**config.mk**
```make
export PLATFORM = sky130hd
export DESIGN_NAME = decode_uop_queue
export DESIGN_NICKNAME = d
export VERILOG_FILES = /design/src/rtl/decode_uop_queue_pkg.sv /design/src/rtl/decode_uop_queue_compactor.sv /design/src/rtl/decode_uop_queue.sv
export SDC_FILE = /design/constraint.sdc
export NUM_CORES = 1
export LEC_CHECK = 0
export BUFFER_PORTS_ARGS = -buffer_cell sky130_fd_sc_hd__buf_2
export CORE_MARGIN = 2
export CORE_UTILIZATION = 45
export DETAILED_ROUTE_END_ITERATION = 12
export PLACE_DENSITY = 0.66
export SLEW_MARGIN = 20
export SYNTH_ARGS = -nofsm -noshare
export SYNTH_HDL_FRONTEND = slang
export SYNTH_HIERARCHICAL = 1
export SYNTH_SLANG_ARGS = --single-unit
```
**constraint.sdc**
```tcl
create_clock -name clk -period 4.6 [get_ports clk]
set_input_delay 0.23 -clock clk [delete_from_list [all_inputs] [get_ports clk]]
set_output_delay 0.23 -clock clk [all_outputs]
set_load 0.005 [all_outputs]
```
**src/rtl/decode_uop_queue_pkg.sv**
```systemverilog
// Shared control-signal types for the decode/issue micro-op queue.
package ctrl_sigs;

  localparam int unsigned UOPQ_DEPTH_DEFAULT = 8;
  localparam int unsigned UOPQ_ENQ_W_DEFAULT = 2;
  localparam int unsigned UOPQ_DEQ_W_DEFAULT = 2;

  // 50-bit decoded micro-op; taken marks a predicted-taken branch
  typedef struct packed {
    logic [31:0] pc;
    logic [7:0]  opcode;
    logic [4:0]  rd;
    logic [3:0]  fu;
    logic        taken;
  } queue_item_t;

endpackage

```
**src/rtl/decode_uop_queue_compactor.sv**
```systemverilog
// Packs valid enqueue lanes into consecutive slots, cutting off lanes younger
// than the first taken branch.
module uopq_compactor #(
  parameter  int unsigned ENQ_W = 2,
  localparam int unsigned OFF_W = (ENQ_W > 1) ? $clog2(ENQ_W) : 1,
  localparam int unsigned NW    = $clog2(ENQ_W + 1)
) (
  input  logic [ENQ_W-1:0] enq_valid,
  input  logic [ENQ_W-1:0] taken,
  output logic [ENQ_W-1:0] wr_en,
  output logic [OFF_W-1:0] wr_off [ENQ_W],
  output logic [NW-1:0]    n_enq
);

  logic [NW-1:0] cnt;
  logic          stop;

  // running prefix sum over valid lanes, frozen once a taken lane is written
  always_comb begin
    wr_en = '0;
    cnt   = '0;
    stop  = 1'b0;
    for (int i = 0; i < int'(ENQ_W); i++) begin
      wr_off[i] = '0;
      if (enq_valid[i] && !stop) begin
        wr_en[i]  = 1'b1;
        wr_off[i] = OFF_W'(cnt);
        cnt       = NW'(cnt + 1'b1);
        if (taken[i]) stop = 1'b1;
      end
    end
    n_enq = cnt;
  end

endmodule

```
**src/rtl/decode_uop_queue.sv**
```systemverilog
// Circular micro-op buffer between decode and issue: multi-lane compacting
// enqueue, in-order multi-lane dequeue window, flush to empty.
module decode_uop_queue
  import ctrl_sigs::*;
#(
  parameter  int unsigned DEPTH  = UOPQ_DEPTH_DEFAULT,
  parameter  int unsigned ENQ_W  = UOPQ_ENQ_W_DEFAULT,
  parameter  int unsigned DEQ_W  = UOPQ_DEQ_W_DEFAULT,
  localparam int unsigned IDX_W  = $clog2(DEPTH),
  localparam int unsigned CNT_W  = $clog2(DEPTH + 1),
  localparam int unsigned TAKE_W = $clog2(DEQ_W + 1)
) (
  input  logic              clk,
  input  logic              rst,
  input  logic              flush,
  input  logic [ENQ_W-1:0]  enq_valid,
  input  queue_item_t       enq_item [ENQ_W],
  output logic              enq_ready,
  output logic [DEQ_W-1:0]  deq_valid,
  output queue_item_t       deq_item [DEQ_W],
  input  logic [TAKE_W-1:0] deq_take,
  output logic [CNT_W-1:0]  count
);

  typedef logic [IDX_W-1:0] uopq_idx_t;

  localparam int unsigned OFF_W = (ENQ_W > 1) ? $clog2(ENQ_W) : 1;
  localparam int unsigned NW    = $clog2(ENQ_W + 1);

  queue_item_t      mem [DEPTH];
  uopq_idx_t        head, tail, head_next, tail_next;
  logic [CNT_W-1:0] count_next;

  logic [ENQ_W-1:0] taken;
  logic [ENQ_W-1:0] wr_en;
  logic [OFF_W-1:0] wr_off [ENQ_W];
  logic [NW-1:0]    n_enq, n_wr;
  uopq_idx_t        wr_idx [ENQ_W];
  logic             enq_fire;

  uopq_compactor #(.ENQ_W(ENQ_W)) u_compactor (
    .enq_valid (enq_valid),
    .taken     (taken),
    .wr_en     (wr_en),
    .wr_off    (wr_off),
    .n_enq     (n_enq)
  );

  // next-state pointers; flush wins over any same-cycle enqueue or dequeue
  always_comb begin
    enq_fire   = enq_ready && !flush && (|enq_valid);
    n_wr       = enq_fire ? n_enq : '0;
    head_next  = uopq_idx_t'(head + uopq_idx_t'(deq_take));
    tail_next  = uopq_idx_t'(tail + uopq_idx_t'(n_wr));
    count_next = CNT_W'(count + CNT_W'(n_wr) - CNT_W'(deq_take));
    for (int i = 0; i < int'(ENQ_W); i++) begin
      taken[i]  = enq_item[i].taken;
      wr_idx[i] = uopq_idx_t'(tail + uopq_idx_t'(wr_off[i]));
    end
    if (flush) begin
      head_next  = '0;
      tail_next  = '0;
      count_next = '0;
    end
  end

  // pointers plus registered status derived from the next occupancy
  always_ff @(posedge clk) begin
    if (rst) begin
      head      <= '0;
      tail      <= '0;
      count     <= '0;
      enq_ready <= 1'b1;
      deq_valid <= '0;
    end else begin
      head      <= head_next;
      tail      <= tail_next;
      count     <= count_next;
      enq_ready <= (count_next <= CNT_W'(DEPTH - ENQ_W));
      for (int i = 0; i < int'(DEQ_W); i++) begin
        deq_valid[i] <= (count_next > CNT_W'(i));
      end
    end
  end

  // storage holds no reset; occupancy alone defines what is live
  always_ff @(posedge clk) begin
    for (int i = 0; i < int'(ENQ_W); i++) begin
      if (!rst && enq_fire && wr_en[i]) mem[wr_idx[i]] <= enq_item[i];
    end
  end

  for (genvar g = 0; g < int'(DEQ_W); g++) begin : g_rd
    uopq_idx_t rd_idx;
    assign rd_idx      = uopq_idx_t'(head + uopq_idx_t'(g));
    assign deq_item[g] = mem[rd_idx];
  end

  deq_take_le_count : assert property (@(posedge clk) disable iff (rst)
    CNT_W'(deq_take) <= count);

endmodule

```
==> impl_results.md <==
* Vias in the first global route at 14.3k
* Largest net degree at the start of global routing at 129
* Status: finished clean
* Synth unique cells at 35
* Pwr dens at 332 nW/µm²
* Main synth FF type: edfxtp_1
* Worst path bufs/invs at 2
* Core area at 52,400 µm²
* Initial antenna violation count at 13
* WHS Endpoint: mem[6][47]
* DR vias at 13.7k
* Initial Util at 45.4%
* CP Capture Type: flip-flop
* WHS Path Cells at 2
* Part of the Yosys area used for sequential elements at 51.5%
* Die H at 234 µm
* First DRT Iteration DRCs at 1,084
* Tmin final at 3.24 ns
* Syn. warnings at 6
* Clock sinks at 413
* Num rows at 84
* Share of layout cells above drive strength 1 at 60.2%
* Crit start category: flip-flop
* Clock H-tree levels at 2
* Relative slew margins at 27.2%
* Worst reg2reg path endpoint: mem[7][17]
* Power, Total at 9.04 mW
* Max Cap Violations at 0
* Final hold viol count at 0
* DRC at 0
* Crit path required time at 4.93 ns
* Async SR Flop Fraction at 0%
* Clk Latency, worst-skew pair at 0.58 ns
* Final period util at 70.4%
* Ports at 214
* Post-layout util at 51.9%
* Crit Path Category: reg -> reg
* DR pass1 iterations at 5
* Via density at 6.13
* R2R Setup Slk at 1.36 ns
* CP Max Fanout at 34
* Global route overflow at 0
* Commonest cells after routing, fill and taps aside: edfxtp_1, mux2_2, buf_2
* Crit-path leading delay family: simple AND/OR/NAND/NOR gates
* Die width at 234 µm
* Average footprint of a synthesized cell at 18.2 µm²
* Largest stage delay on the critical path at 0.69 ns
* CTS root buf: clkbuf_16
* Synthesized area at 23,800 µm²
* Worst-case clock skew at 0.0214 ns
* Hold_sp: enq_item[97]
* Post_cts resized at 0
* GRT Total Usage at 22.9%
* CP Cell Sequence: ha_1 -> nor4b_4 -> and3_2 -> buf_12 -> mux2_1 -> dlygate4sd3_1
* Slowest stage cell on the critical path: and3_2
* Area post-placement at 25,600 µm²
* Peak supply drop at 285 µV
* ANT nets after route at 0
* Min-Delay Path Class: in -> reg
* FF+latch count, synth at 413
* Lkg Pwr at 9.01 nW
* Port-buffer cells at 213
* Post-synth net total at 1,430
* CP arrival at 3.57 ns
* TritonCTS clock tree: yes
* Worst-Margin Slew at 1.09 ns
* Worst R2R Start: tail[0]
* # hold bufs at CTS at 7
* Layout area overhead at 14.3%
* Die area at 54,800 µm²
* Mapped Cells at 1,307
* WL per Instance at 27.8 µm
* CTS Buf Count at 46
* Final Slew Violations at 0
* Most common library cell in the layout ignoring fill and taps: edfxtp_1
* Routability cong. at 0.766
* Post-DP HPWL at 36,300 µm
* First-pass GRT wire length at 91,800 µm
* Worst Reg-to-Reg Cells at 6
* NumNets Final at 1,627
* Final wirelength at 62,000 µm
* RSZ-0062 raised after global routing: no
* CTS clk-pin slew, worst paths at 0.06 ns
* Number of synthesized flops with an enable pin at 400
* Max Freq at 309 MHz
* Hold slack at 0.0329 ns
* Clock tree buffer depth at 3
* Post-CTS setup buffer count at 0
* Final Instance Area at 27,200 µm²
* Setup TNS Final at 0 ns
* Final setup vio count at 0
[layer usage]
metal	up-vias	track usage (%)	share of wire, %
met2	438	36.7	48
li1	5847	-	-
met1	7295	32.1	43
met5	-	0	0.16
met3	85	4.68	6.7
met4	16	5.58	1.7
[cells by family (layout without fill, tap and decap cells)]
family / count (synthesis) / count (layout) / synth area share [%]
muxes: 700 / 700 / 42.9
DFF: 413 / 413 / 51.5
buffers and inverters: 117 / 350 / 2.86
and+or+nand+nor: 35 / 35 / 0.899
adders and majority gates: 16 / 16 / 0.967
AOI/OAI and AO/OA: 15 / 15 / 0.462
xor gates and xnor gates: 10 / 10 / 0.368
other: 1 / 4 / 0.0158
[Yosys cell counts (all sizes together), types with 5 or more instances]
| master | count | area (µm²) |
|---|---|---|
| ha | 12 | 150 |
| and2 | 5 | 31.3 |
| clkbuf | 10 | 37.5 |
| xor2 | 7 | 61.3 |
| buf | 94 | 596 |
| edfxtp | 400 | 12000 |
| inv | 13 | 48.8 |
| dfxtp | 13 | 260 |
| nand2 | 8 | 30.0 |
| mux4 | 200 | 4500 |
| mux2 | 500 | 5710 |
| nor2 | 10 | 37.5 |
[metrics by stage]
stage	instances	worst slack, ns
floorplan	1307	-0.529
global placement	2135	1.28
detailed placement	2135	1.25
CTS	2226	1.32
global route	2231	1.25
finish	2231	1.36
[worst max path at each step]
stage	from	to	slack (ns)	depth (start not counted)
2_1_floorplan	tail[0]	mem[0][0]	-0.53	3
3_3_place_gp	enq_item[50]	mem[0][24]	1.28	10
3_5_place_dp	enq_item[50]	mem[0][28]	1.25	10
4_1_cts	head[1]	deq_item[41]	1.32	5
5_1_grt	head[1]	deq_item[23]	1.25	5
6_report	tail[0]	mem[7][17]	1.36	6
[flip-flops by register name (all words and copies together) (netlist names)]
signal and cells:
head 3, mem 400, tail 3, deq_valid 2, enq_ready 1, count 4
[power breakdown]
part | internal (mW) | leakage [nW] | switching, mW
clock | 2.20 | 0.726 | 1.48
combinational | 0.610 | 4.58 | 0.544
sequential | 4.18 | 3.71 | 0.0262
total | 6.99 | 9.01 | 2.05
[final cells by class]
| class | instances | area [µm²] |
|---|---|---|
| Clock buffer | 57 | 1210 |
| Multi-Input combinational cell | 777 | 11000 |
| Tap cell | 688 | 861 |
| Fill cell | 4230 | 25200 |
| Inverter | 13 | 48.8 |
| Timing Repair Buffer | 253 | 1530 |
| Clock inverter | 27 | 272 |
| Antenna cell | 3 | 7.51 |
| Sequential cell | 413 | 12300 |
Power figures use the tool's default switching activity.
